## config.mk

```make
export PLATFORM = sky130hd
export DESIGN_NAME = dma_mmio_csr_responder_flat
export DESIGN_NICKNAME = d
export VERILOG_FILES = /design/src/rtl/dma_csr_pkg.sv /design/src/rtl/dma_mmio_csr_responder_if.sv /design/src/rtl/dma_mmio_rd_pipe.sv /design/src/rtl/dma_mmio_csr_responder.sv /design/src/flat_wrapper.sv
export SDC_FILE = /design/constraint.sdc
export NUM_CORES = 2
export LEC_CHECK = 0
export ABC_AREA = 1
export CAP_MARGIN = 20
export CORE_UTILIZATION = 51
export CTS_CLUSTER_SIZE = 10
export DETAILED_ROUTE_END_ITERATION = 12
export GPL_TIMING_DRIVEN = 1
export PLACE_DENSITY = 0.77
export SETUP_SLACK_MARGIN = 0.1
export SLEW_MARGIN = 20
export SYNTH_ARGS = -nofsm -noshare
export SYNTH_HDL_FRONTEND = slang
export SYNTH_HIERARCHICAL = 1
export SYNTH_SLANG_ARGS = --single-unit
```

## constraint.sdc

```tcl
create_clock -name Clk_400 -period 18.75 [get_ports Clk_400]
set_clock_uncertainty 0.05 [all_clocks]
set_input_delay 3.75 -clock Clk_400 [delete_from_list [all_inputs] [get_ports Clk_400]]
set_output_delay 3.75 -clock Clk_400 [all_outputs]
set_load 0.005 [all_outputs]
```

## src/rtl/dma_csr_pkg.sv

```systemverilog
// Shared constants and types for the DMA AFU MMIO CSR responder.
// Offsets are CSR byte offsets; MMIO addresses arrive in 4B words.
package dma_csr_pkg;

    localparam logic [17:0] CSR_DFH          = 18'h000;
    localparam logic [17:0] CSR_AFU_ID_L     = 18'h008;
    localparam logic [17:0] CSR_AFU_ID_H     = 18'h010;
    localparam logic [17:0] CSR_SCRATCH_BASE = 18'h040;
    localparam logic [17:0] CSR_CTRL         = 18'h060;
    localparam logic [17:0] CSR_STATUS       = 18'h068;
    localparam logic [17:0] CSR_CYCLES       = 18'h070;
    localparam logic [17:0] CSR_SRC          = 18'h078;
    localparam logic [17:0] CSR_DST          = 18'h080;
    localparam logic [17:0] CSR_LEN          = 18'h088;
    localparam logic [17:0] CSR_RD_CNT       = 18'h090;
    localparam logic [17:0] CSR_WR_CNT       = 18'h098;

    localparam int unsigned CTRL_START     = 0;
    localparam int unsigned CTRL_ABORT     = 1;
    localparam int unsigned CTRL_IRQ_EN    = 8;
    localparam int unsigned CTRL_START_ERR = 16;

    localparam logic [3:0] DFH_TYPE_AFU = 4'h1;
    localparam logic       DFH_EOL      = 1'b0;

    typedef enum logic [1:0] {
        LEN_4B  = 2'd0,
        LEN_8B  = 2'd1,
        LEN_64B = 2'd2
    } t_mmio_len;

    // Byte offset of the 8B register that contains a 4B-word address.
    function automatic logic [17:0] qword_offset(input logic [15:1] addr);
        return {addr, 3'b000};
    endfunction

    function automatic logic [63:0] merge_write(input logic [63:0] old, input logic [63:0] wdata,
                                                input logic is_4b, input logic hi);
        if (!is_4b) return wdata;
        return hi ? {wdata[31:0], old[31:0]} : {old[63:32], wdata[31:0]};
    endfunction

endpackage

```

## src/rtl/dma_mmio_csr_responder_if.sv

```systemverilog
// CCI-P MMIO request (c0 Rx) and read response (c2 Tx) bundle.
interface dma_mmio_csr_responder_if;

    logic        mmio_rd_valid;
    logic        mmio_wr_valid;
    logic [15:0] mmio_addr;
    logic [1:0]  mmio_len;
    logic [8:0]  mmio_tid;
    logic [63:0] mmio_wdata;
    logic        mmio_rsp_valid;
    logic [8:0]  mmio_rsp_tid;
    logic [63:0] mmio_rsp_data;

    modport master (
        output mmio_rd_valid, mmio_wr_valid, mmio_addr, mmio_len, mmio_tid, mmio_wdata,
        input  mmio_rsp_valid, mmio_rsp_tid, mmio_rsp_data
    );

    modport slave (
        input  mmio_rd_valid, mmio_wr_valid, mmio_addr, mmio_len, mmio_tid, mmio_wdata,
        output mmio_rsp_valid, mmio_rsp_tid, mmio_rsp_data
    );

endinterface

```

## src/rtl/dma_mmio_rd_pipe.sv

```systemverilog
// Fixed-latency (3) MMIO read return: stage 1 latches the request, stage 2 captures
// the data muxed by the parent from the stage-1 address, stage 3 drives c2.
module dma_mmio_rd_pipe (
    input  logic        clk,
    input  logic        rst,
    input  logic        req_valid,
    input  logic [15:0] req_addr,
    input  logic [1:0]  req_len,
    input  logic [8:0]  req_tid,
    output logic        s1_valid,
    output logic [15:0] s1_addr,
    output logic [1:0]  s1_len,
    input  logic [63:0] s1_data,
    output logic        rsp_valid,
    output logic [8:0]  rsp_tid,
    output logic [63:0] rsp_data
);

    logic [8:0]  s1_tid;
    logic        s2_valid;
    logic [8:0]  s2_tid;
    logic [63:0] s2_data;

    always_ff @(posedge clk or posedge rst) begin
        if (rst) begin
            s1_valid  <= 1'b0;
            s1_addr   <= '0;
            s1_len    <= '0;
            s1_tid    <= '0;
            s2_valid  <= 1'b0;
            s2_tid    <= '0;
            s2_data   <= '0;
            rsp_valid <= 1'b0;
            rsp_tid   <= '0;
            rsp_data  <= '0;
        end else begin
            s1_valid  <= req_valid;
            s1_addr   <= req_addr;
            s1_len    <= req_len;
            s1_tid    <= req_tid;
            s2_valid  <= s1_valid;
            s2_tid    <= s1_tid;
            s2_data   <= s1_valid ? s1_data : '0;
            rsp_valid <= s2_valid;
            rsp_tid   <= s2_tid;
            // Data bus is held at zero whenever no response is presented.
            rsp_data  <= s2_valid ? s2_data : '0;
        end
    end

endmodule

```

## src/rtl/dma_mmio_csr_responder.sv

```systemverilog
// CCI-P MMIO CSR responder for the DMA AFU: DFH, scratch, DMA control/status CSRs.
// Optional read/write access counters at 0x090/0x098 under DMA_MMIO_ACCESS_CNT_EN.
module dma_mmio_csr_responder
    import dma_csr_pkg::*;
#(
    parameter logic [63:0] AFU_ID_L        = 64'h0,
    parameter logic [63:0] AFU_ID_H        = 64'h0,
    parameter logic [23:0] DFH_NEXT_OFFSET = 24'h2000,
    parameter int unsigned NUM_SCRATCH     = 4
) (
    input  logic                           Clk_400,
    input  logic                           SoftReset,
    dma_mmio_csr_responder_if.slave        mmio,
    output logic [63:0]                    dma_src,
    output logic [63:0]                    dma_dst,
    output logic [63:0]                    dma_len,
    output logic                           dma_start,
    output logic                           dma_abort,
    output logic                           irq_en,
    input  logic [63:0]                    dma_status
);

    localparam logic [63:0] DFH_VALUE = {DFH_TYPE_AFU, 19'b0, DFH_EOL, DFH_NEXT_OFFSET, 16'b0};

    logic [63:0] scratch_q [NUM_SCRATCH];
    logic [63:0] cycles_q;
    logic        start_err_q;

    t_mmio_len   wr_len;
    logic        wr_en;
    logic        wr_4b;
    logic        wr_hi;
    logic [17:0] wr_qaddr;
    logic        ctrl_wr;

    logic        s1_valid;
    logic [15:0] s1_addr;
    logic [1:0]  s1_len;
    logic [17:0] rd_qaddr;
    logic [63:0] rd_qword;
    logic [63:0] rd_data;

    assign wr_len   = t_mmio_len'(mmio.mmio_len);
    assign wr_en    = mmio.mmio_wr_valid && (wr_len != LEN_64B);
    assign wr_4b    = (wr_len == LEN_4B);
    assign wr_hi    = mmio.mmio_addr[0];
    assign wr_qaddr = qword_offset(mmio.mmio_addr[15:1]);
    // CTRL bits all live in the low half, so an upper-half 4B write does nothing.
    assign ctrl_wr  = wr_en && (wr_qaddr == CSR_CTRL) && !(wr_4b && wr_hi);

    always_ff @(posedge Clk_400 or posedge SoftReset) begin
        if (SoftReset) begin
            for (int i = 0; i < NUM_SCRATCH; i++) scratch_q[i] <= '0;
            cycles_q    <= '0;
            start_err_q <= 1'b0;
            dma_src     <= '0;
            dma_dst     <= '0;
            dma_len     <= '0;
            dma_start   <= 1'b0;
            dma_abort   <= 1'b0;
            irq_en      <= 1'b0;
        end else begin
            cycles_q  <= cycles_q + 64'd1;
            dma_start <= ctrl_wr && mmio.mmio_wdata[CTRL_START] && !dma_status[0];
            dma_abort <= ctrl_wr && mmio.mmio_wdata[CTRL_ABORT];
            if (ctrl_wr) begin
                irq_en <= mmio.mmio_wdata[CTRL_IRQ_EN];
                // A refused start sets the sticky error even if the same write clears it.
                if (mmio.mmio_wdata[CTRL_START] && dma_status[0]) begin
                    start_err_q <= 1'b1;
                end else if (mmio.mmio_wdata[CTRL_START_ERR]) begin
                    start_err_q <= 1'b0;
                end
            end
            if (wr_en) begin
                if (wr_qaddr == CSR_SRC) dma_src <= merge_write(dma_src, mmio.mmio_wdata, wr_4b, wr_hi);
                if (wr_qaddr == CSR_DST) dma_dst <= merge_write(dma_dst, mmio.mmio_wdata, wr_4b, wr_hi);
                if (wr_qaddr == CSR_LEN) dma_len <= merge_write(dma_len, mmio.mmio_wdata, wr_4b, wr_hi);
                for (int i = 0; i < NUM_SCRATCH; i++) begin
                    if (wr_qaddr == CSR_SCRATCH_BASE + 18'(8 * i)) begin
                        scratch_q[i] <= merge_write(scratch_q[i], mmio.mmio_wdata, wr_4b, wr_hi);
                    end
                end
            end
        end
    end

`ifdef DMA_MMIO_ACCESS_CNT_EN
    logic [63:0] rd_cnt_q;
    logic [63:0] wr_cnt_q;
    logic        cnt_clr;

    assign cnt_clr = wr_en && ((wr_qaddr == CSR_RD_CNT) || (wr_qaddr == CSR_WR_CNT));

    // Reads count as they leave stage 1, after their own data has been sampled.
    always_ff @(posedge Clk_400 or posedge SoftReset) begin
        if (SoftReset) begin
            rd_cnt_q <= '0;
            wr_cnt_q <= '0;
        end else if (cnt_clr) begin
            rd_cnt_q <= '0;
            wr_cnt_q <= '0;
        end else begin
            if (s1_valid && (rd_cnt_q != '1)) rd_cnt_q <= rd_cnt_q + 64'd1;
            if (wr_en && (wr_cnt_q != '1)) wr_cnt_q <= wr_cnt_q + 64'd1;
        end
    end
`endif

    assign rd_qaddr = qword_offset(s1_addr[15:1]);

    always_comb begin
        rd_qword = '0;
        case (rd_qaddr)
            CSR_DFH:      rd_qword = DFH_VALUE;
            CSR_AFU_ID_L: rd_qword = AFU_ID_L;
            CSR_AFU_ID_H: rd_qword = AFU_ID_H;
            CSR_CTRL: begin
                rd_qword[CTRL_IRQ_EN]    = irq_en;
                rd_qword[CTRL_START_ERR] = start_err_q;
            end
            CSR_STATUS:   rd_qword = dma_status;
            CSR_CYCLES:   rd_qword = cycles_q;
            CSR_SRC:      rd_qword = dma_src;
            CSR_DST:      rd_qword = dma_dst;
            CSR_LEN:      rd_qword = dma_len;
`ifdef DMA_MMIO_ACCESS_CNT_EN
            CSR_RD_CNT:   rd_qword = rd_cnt_q;
            CSR_WR_CNT:   rd_qword = wr_cnt_q;
`endif
            default:      rd_qword = '0;
        endcase
        for (int i = 0; i < NUM_SCRATCH; i++) begin
            if (rd_qaddr == CSR_SCRATCH_BASE + 18'(8 * i)) rd_qword = scratch_q[i];
        end
    end

    always_comb begin
        rd_data = rd_qword;
        if (s1_len == LEN_4B) begin
            rd_data = s1_addr[0] ? {32'b0, rd_qword[63:32]} : {32'b0, rd_qword[31:0]};
        end
    end

    dma_mmio_rd_pipe u_rd_pipe (
        .clk       (Clk_400),
        .rst       (SoftReset),
        .req_valid (mmio.mmio_rd_valid && (mmio.mmio_len != LEN_64B)),
        .req_addr  (mmio.mmio_addr),
        .req_len   (mmio.mmio_len),
        .req_tid   (mmio.mmio_tid),
        .s1_valid  (s1_valid),
        .s1_addr   (s1_addr),
        .s1_len    (s1_len),
        .s1_data   (rd_data),
        .rsp_valid (mmio.mmio_rsp_valid),
        .rsp_tid   (mmio.mmio_rsp_tid),
        .rsp_data  (mmio.mmio_rsp_data)
    );

endmodule
```

## src/flat_wrapper.sv

```systemverilog
// flat-port wrapper written by rule: the top's interface ports become plain ports
module dma_mmio_csr_responder_flat import dma_csr_pkg::*;
#(
    parameter logic [63:0] AFU_ID_L        = 64'h0,
    parameter logic [63:0] AFU_ID_H        = 64'h0,
    parameter logic [23:0] DFH_NEXT_OFFSET = 24'h2000,
    parameter int unsigned NUM_SCRATCH     = 4
)
  (Clk_400, SoftReset, dma_src, dma_dst, dma_len, dma_start, dma_abort, irq_en, dma_status, mmio_mmio_rd_valid, mmio_mmio_wr_valid, mmio_mmio_addr, mmio_mmio_len, mmio_mmio_tid, mmio_mmio_wdata, mmio_mmio_rsp_valid, mmio_mmio_rsp_tid, mmio_mmio_rsp_data);
  dma_mmio_csr_responder_if mmio_i ();
  input  logic Clk_400;
  input  logic SoftReset;
  output logic [63:0] dma_src;
  output logic [63:0] dma_dst;
  output logic [63:0] dma_len;
  output logic dma_start;
  output logic dma_abort;
  output logic irq_en;
  input  logic [63:0] dma_status;
  input wire logic [$bits(mmio_i.mmio_rd_valid)-1:0] mmio_mmio_rd_valid;
  input wire logic [$bits(mmio_i.mmio_wr_valid)-1:0] mmio_mmio_wr_valid;
  input wire logic [$bits(mmio_i.mmio_addr)-1:0] mmio_mmio_addr;
  input wire logic [$bits(mmio_i.mmio_len)-1:0] mmio_mmio_len;
  input wire logic [$bits(mmio_i.mmio_tid)-1:0] mmio_mmio_tid;
  input wire logic [$bits(mmio_i.mmio_wdata)-1:0] mmio_mmio_wdata;
  output wire logic [$bits(mmio_i.mmio_rsp_valid)-1:0] mmio_mmio_rsp_valid;
  output wire logic [$bits(mmio_i.mmio_rsp_tid)-1:0] mmio_mmio_rsp_tid;
  output wire logic [$bits(mmio_i.mmio_rsp_data)-1:0] mmio_mmio_rsp_data;
  assign mmio_i.mmio_rd_valid = mmio_mmio_rd_valid;
  assign mmio_i.mmio_wr_valid = mmio_mmio_wr_valid;
  assign mmio_i.mmio_addr = mmio_mmio_addr;
  assign mmio_i.mmio_len = mmio_mmio_len;
  assign mmio_i.mmio_tid = mmio_mmio_tid;
  assign mmio_i.mmio_wdata = mmio_mmio_wdata;
  assign mmio_mmio_rsp_valid = mmio_i.mmio_rsp_valid;
  assign mmio_mmio_rsp_tid = mmio_i.mmio_rsp_tid;
  assign mmio_mmio_rsp_data = mmio_i.mmio_rsp_data;
  dma_mmio_csr_responder #(.AFU_ID_L(AFU_ID_L), .AFU_ID_H(AFU_ID_H), .DFH_NEXT_OFFSET(DFH_NEXT_OFFSET), .NUM_SCRATCH(NUM_SCRATCH)) u_core (.Clk_400(Clk_400), .SoftReset(SoftReset), .mmio(mmio_i), .dma_src(dma_src), .dma_dst(dma_dst), .dma_len(dma_len), .dma_start(dma_start), .dma_abort(dma_abort), .irq_en(irq_en), .dma_status(dma_status));
endmodule
```

# Word level (Yosys, flattened, before mapping)
# Index checks and enable logic that the tools add are counted.
# word_totals
regBits	692
latchBits	0
mem_bits_rw	0
mem_bits_ro	0
in_bits	159
out_inout_bits	269
wordCells	132
n_memories	0
# op_classes
addsub	1
n_mul	0
div	0
order_cmp	0
n_eq_ne	26
shifts	0
n_mux	39
n_bitwise	0
n_reduce_logical	37
# ops
cell	n
$mux 64	16
$pmux 47 s6	1
$eq 15x4->1 const B	14
$add 64x1->64 const B	1
$eq 15x5->1 const B	4
$reduce_and 3->1	14
$pmux 8 s5	1
$pmux 7 s5	1
$mux 32	1
$logic_not 18->1	1
$mux 1	17
$reduce_bool 2->1	8
$ne 2x1->1 const B	7
$pmux 1 s6	2
$logic_and 1x1->1	9
$logic_not 2->1	2
$logic_not 1->1	2
$ne 2x2->1 const B	1
$reduce_and 2->1	1

# Longest topological paths before layout
# depth
word_depth	9
mapped_depth	19
depth_no_buf	18

# By module
# The synthesis kept the hierarchy.
# by_module_without_submodules
module	instances	cells_each	area_each_um2	seq_area_each_um2
dma_mmio_csr_responder	1	4137	29027.8	12912.4
dma_mmio_rd_pipe	1	447	5519.0	4404.2

# Worst setup path after synthesis
# OpenSTA, ideal clock, no wires.
# synth_timing
path_type	input to register
startpoint	input mmio_mmio_len[0]
endpoint	register u_core.dma_dst[0]
setup_ns	0.083
arrival_time_ns	5.071
required_time_ns	18.617
path_slack_ns	13.546
cell_stages	9
path_cell_list	nor2_1 -> inv_1 -> nor2_1 -> nor2_1 -> buf_2 -> nand3_1 -> clkbuf_1 -> nand2_1 -> o21ai_0
# synth_between
elab_chain_cells	6
elab_cells_between_ends	9
cone_classes	2 x eq/ne; 4 x mux; 3 x reduce/logical
# synth_lines
item	line	rtl
from (decl)	flat_wrapper.sv:23	input wire logic [$bits(mmio_i.mmio_len)-1:0] mmio_mmio_len;
$logic_not 2->1	dma_mmio_csr_responder.sv:45	assign wr_4b = (wr_len == LEN_4B);
$mux 1	dma_csr_pkg.sv:39	if (!is_4b) return wdata;
$mux 1	dma_mmio_csr_responder.sv:77	if (wr_qaddr == CSR_DST) dma_dst <= merge_write(dma_dst, mmio.mmio_wdata, wr_4b, wr_hi);
$mux 1	dma_mmio_csr_responder.sv:75	if (wr_en) begin
$ne 2x1->1 (no source line)	-	
$reduce_and 3->1 (no source line)	-	
to (signal assigned)	dma_mmio_csr_responder.sv:77	
to (decl)	dma_mmio_csr_responder.sv:15	output logic [63:0] dma_dst,
# Parallel ways exist; a longest one is shown, timed or not. The select of a mux whose other input is x is not followed.
# A chain may end at the register's enable or synchronous reset.

# Worst setup path in the final report
# layout_timing
startpoint	input mmio_mmio_len[0]
endpoint	register u_core.dma_src[10]
# layout_between
elab_chain_cells	6
elab_cells_between_ends	9
cone_classes	2 x eq/ne; 4 x mux; 3 x reduce/logical
# layout_lines
item	line	rtl
$logic_not 2->1	dma_mmio_csr_responder.sv:45	
$mux 1	dma_csr_pkg.sv:39	
$mux 1	dma_mmio_csr_responder.sv:76	if (wr_qaddr == CSR_SRC) dma_src <= merge_write(dma_src, mmio.mmio_wdata, wr_4b, wr_hi);
$mux 1	dma_mmio_csr_responder.sv:75	
$ne 2x1->1 (no source line)	-	
$reduce_and 3->1 (no source line)	-	
to (signal assigned)	dma_mmio_csr_responder.sv:76	
to (decl)	dma_mmio_csr_responder.sv:14	output logic [63:0] dma_src,
# Parallel ways exist; a longest one is shown, timed or not. The select of a mux whose other input is x is not followed.

==> impl_summary.txt <==
----------------------------------------------------
[Run status]
  Status ... finished clean

[Clock tree]
  Cts bufs inserted ... 82
  CTS Hold Buffers Added ... 0
  Worst-skew pair later-pin latency ... 0.65 ns
  Buffers inserted by post-CTS timing repair ... 0
  Buffer levels on the longest clock path ... 3
  CTS tree ... done
  Clock input transition at the sequential cells of the worst setup and hold paths ... 0.05 ns
  TritonCTS Sinks ... 692
  Root buffer cell ... sky130_fd_sc_hd__clkbuf_16
  Resized cells post-CTS ... 0
  Count of H-tree levels built during CTS ... 3

[Yosys]
  Dominant register cell in the synthesized netlist ... sky130_fd_sc_hd__dfrtp_1
  Asr flop ratio synth ... 1.00
  Mean cell area of the mapped netlist ... 7.54 um2
  Post-synthesis net count ... 4744
  Syn. warnings ... 6
  Number of different library cells in the post-synthesis netlist ... 34
  Netlist Area Pre-Place ... 34500 um2
  Total of flip-flops plus latches after synthesis ... 692
  Post-synthesis sequential area ratio ... 0.501
  Number of standard cells after synthesis ... 4584
  EDFF count, synth ... 0

[Timing]
  Achievable clock frequency ... 0.152 GHz
  Final-report hold violation count ... 0
  Final total negative setup slack ... 0 ns
  Number of max-slew violations in the final report ... 0
  Fraction of the cycle the final worst path needs ... 0.350
  Total of endpoints with negative setup slack in the final report ... 0
  Min Clock Period, post-route ... 6.56 ns
  Worst max-slew margin expressed relative to the limit ... 0.222
  Fin Hold WS ... 0.294 ns
  Unrepaired setup endpoints after global routing ... false
  Transition at the pin with the smallest max-transition slack ... 1.17 ns
  Final WS setup ... 12.19 ns

[Worst setup path]
  Delay of the slowest cell on the worst path ... 0.78 ns
  Crit path buf inv count ... 4
  Dominant delay contributor by cell family on the critical path ... buffers and inverters
  Critical path cell sequence ... clkdlybuf4s50_1, nor2_1, inv_1, nor2_2, buf_4, nor2_1, buf_4, nand3_2, nand2_1, o21ai_0
  CP max FO ... 33
  Crit. End Element ... flop
  Data arrival time of the critical path ... 7.00 ns
  Data required time at the worst endpoint ... 19.19 ns
  Startpoint-to-endpoint class of the critical path ... in2reg
  Startpoint class of the critical path ... input port
  Worst-path cell with the longest stage delay ... sky130_fd_sc_hd__inv_1

[Floorplanning]
  Die Height ... 262 um
  Area of the core region ... 67000 um2
  Die Footprint ... 68800 um2
  Total number of placement rows ... 95
  Initial Utilization ... 0.515
  Number of top-level design ports ... 428
  Die width ... 262 um

[Placement]
  Area after detailed placement ... 39300 um2
  Count of buffers from port buffering ... 427
  Routability Congestion ... 1.03
  Post-DP HPWL ... 97.6 mm
  Worst setup slack before clock tree synthesis ... 11.47 ns

[Power]
  Worst-case vdd ir drop ... 0.0700 mV
  Power density over the cells ... 75.4 nW/um2
  Total power after layout ... 3.15 mW
  Pleak ... 20.0 nW

[GRT]
  Largest net degree at the start of global routing ... 173
  Global-route wire length before repair ... 205 mm
  Vias in the first global route ... 31778
  Antenna violations before repair ... 3
  Remaining global-route overflow ... 0
  GRT Total Usage ... 0.401

[Cells and area]
  Area growth from synthesis to layout ... 20.8%
  Area of all placed cells without fillers ... 41700 um2
  Commonest cells after routing, fill and taps aside ... sky130_fd_sc_hd__nand2_1, sky130_fd_sc_hd__dfrtp_1, sky130_fd_sc_hd__inv_1
  Area taken by flip-flops and latches ... 17300 um2
  Number of fillers in the final layout ... 5983
  Most common library cell in the layout ignoring fill and taps ... sky130_fd_sc_hd__nand2_1
  Proportion of layout cells with a drive suffix above 1 ... 0.0447
  Area used by multi-input combinational logic ... 14100 um2
  Number of nets in the final layout ... 5047

[Detailed routing]
  Wirelength, routed ... 139 mm
  Drt pass-1 iters ... 7
  Via Count ... 34127
  Vias/cell ... 5.89
  Number of nets still failing antenna checks after routing ... 0
  Number of DRC violations after detailed routing ... 0
  Number of design-rule violations left by the first detailed-router iteration ... 5518
  Average routed wire per standard cell ... 24.0 um

[Worst hold path]
  Hold/Removal Path Class ... reg2reg

[Run]
  Max Cap Viol ... 0

----------------------------------------------------
## sequential cells by signal, summed over array words and instances, names as in the netlist
register and cells:
u_core/u_rd_pipe/s2_data 64, u_core/u_rd_pipe/s2_tid 9, u_core/dma_src 64, u_core/u_rd_pipe/s1_addr 16
u_core/dma_start 1, u_core/dma_dst 64, u_core/u_rd_pipe/s1_len 2, u_core/u_rd_pipe/s1_tid 9
u_core/u_rd_pipe/rsp_valid 1, u_core/dma_len 64, u_core/dma_abort 1, u_core/u_rd_pipe/s2_valid 1
u_core/irq_en 1, u_core/u_rd_pipe/s1_valid 1, u_core/scratch_q 256, u_core/cycles_q 64
u_core/start_err_q 1, u_core/u_rd_pipe/rsp_tid 9, u_core/u_rd_pipe/rsp_data 64
## synth_stat cells, types with 32 or more instances
cell type                     n  area share
sky130_fd_sc_hd__inv_1      538       0.058
sky130_fd_sc_hd__clkbuf_1   149       0.016
sky130_fd_sc_hd__buf_2       87       0.013
sky130_fd_sc_hd__xor2_1      57       0.014
sky130_fd_sc_hd__a21oi_1    113       0.016
sky130_fd_sc_hd__o21ai_0    505       0.073
sky130_fd_sc_hd__o211ai_1    49       0.011
sky130_fd_sc_hd__nand2_1   1437        0.16
sky130_fd_sc_hd__nor3_1      42      0.0061
sky130_fd_sc_hd__dfrtp_1    692        0.50
sky130_fd_sc_hd__nor2_1     305       0.033
sky130_fd_sc_hd__nand4_1    166       0.030
sky130_fd_sc_hd__nand3_1    307       0.044
sky130_fd_sc_hd__a22oi_1     32      0.0070
## per-layer routing
layer | GRT usage | routed length (um) | vias to the layer above
met3 | 0.0764 | 14300 | 456
met4 | 0.291 | 11500 | 4
met5 | 0 | 29 | -
met2 | 0.606 | 61900 | 2258
li1 | - | - | 15218
met1 | 0.518 | 51300 | 16191
## kinds of logic after synthesis
group / share of synthesized area
xor gates and xnor gates: 0.0157
AOI/OAI and AO/OA: 0.110
and+or+nand+nor: 0.277
adders and majority gates: 0.000362
buffers and inverters: 0.0958
DFF: 0.501
## final cells by class
cell class,instances,share of cell area
Tap cell,873,0.0262
Timing Repair Buffer,492,0.115
Multi-Input combinational cell,3069,0.337
Antenna cell,2,0.000120
Sequential cell,692,0.415
Inverter,550,0.0499
Clock buffer,104,0.0531
Clock inverter,10,0.00399
## stage by stage
step / util / std cells
2_1_floorplan: - / 4584
3_3_place_gp: 0.586 / 5674
3_5_place_dp: 0.586 / 5675
4_1_cts: 0.622 / 5789
5_1_grt: 0.622 / 5790
6_report: 0.622 / 5792
## power breakdown
group / internal, mW / switching [mW] / leakage [nW]
sequential: 1.50 / 0.00361 / 9.54
clock: 0.838 / 0.629 / 1.16
combinational: 0.0477 / 0.125 / 9.31
## final timing paths
check,from,end,slack (ns),cells after the start
setup / recovery,mmio_mmio_len[0],u_core/dma_src[10],12.19,10
hold / removal,u_core/u_rd_pipe/s2_tid[4],u_core/u_rd_pipe/rsp_tid[4],0.29,0
setup reg to reg,u_core/u_rd_pipe/s1_addr[8],u_core/u_rd_pipe/s2_data[13],13.69,19
hold reg to reg,u_core/u_rd_pipe/s2_tid[4],u_core/u_rd_pipe/rsp_tid[4],0.29,0
max in group asynchronous,SoftReset,u_core/dma_src[20],12.51,4
min in group asynchronous,SoftReset,u_core/scratch_q[51],3.74,2
Note: power is estimated with default switching activity, not from simulation.
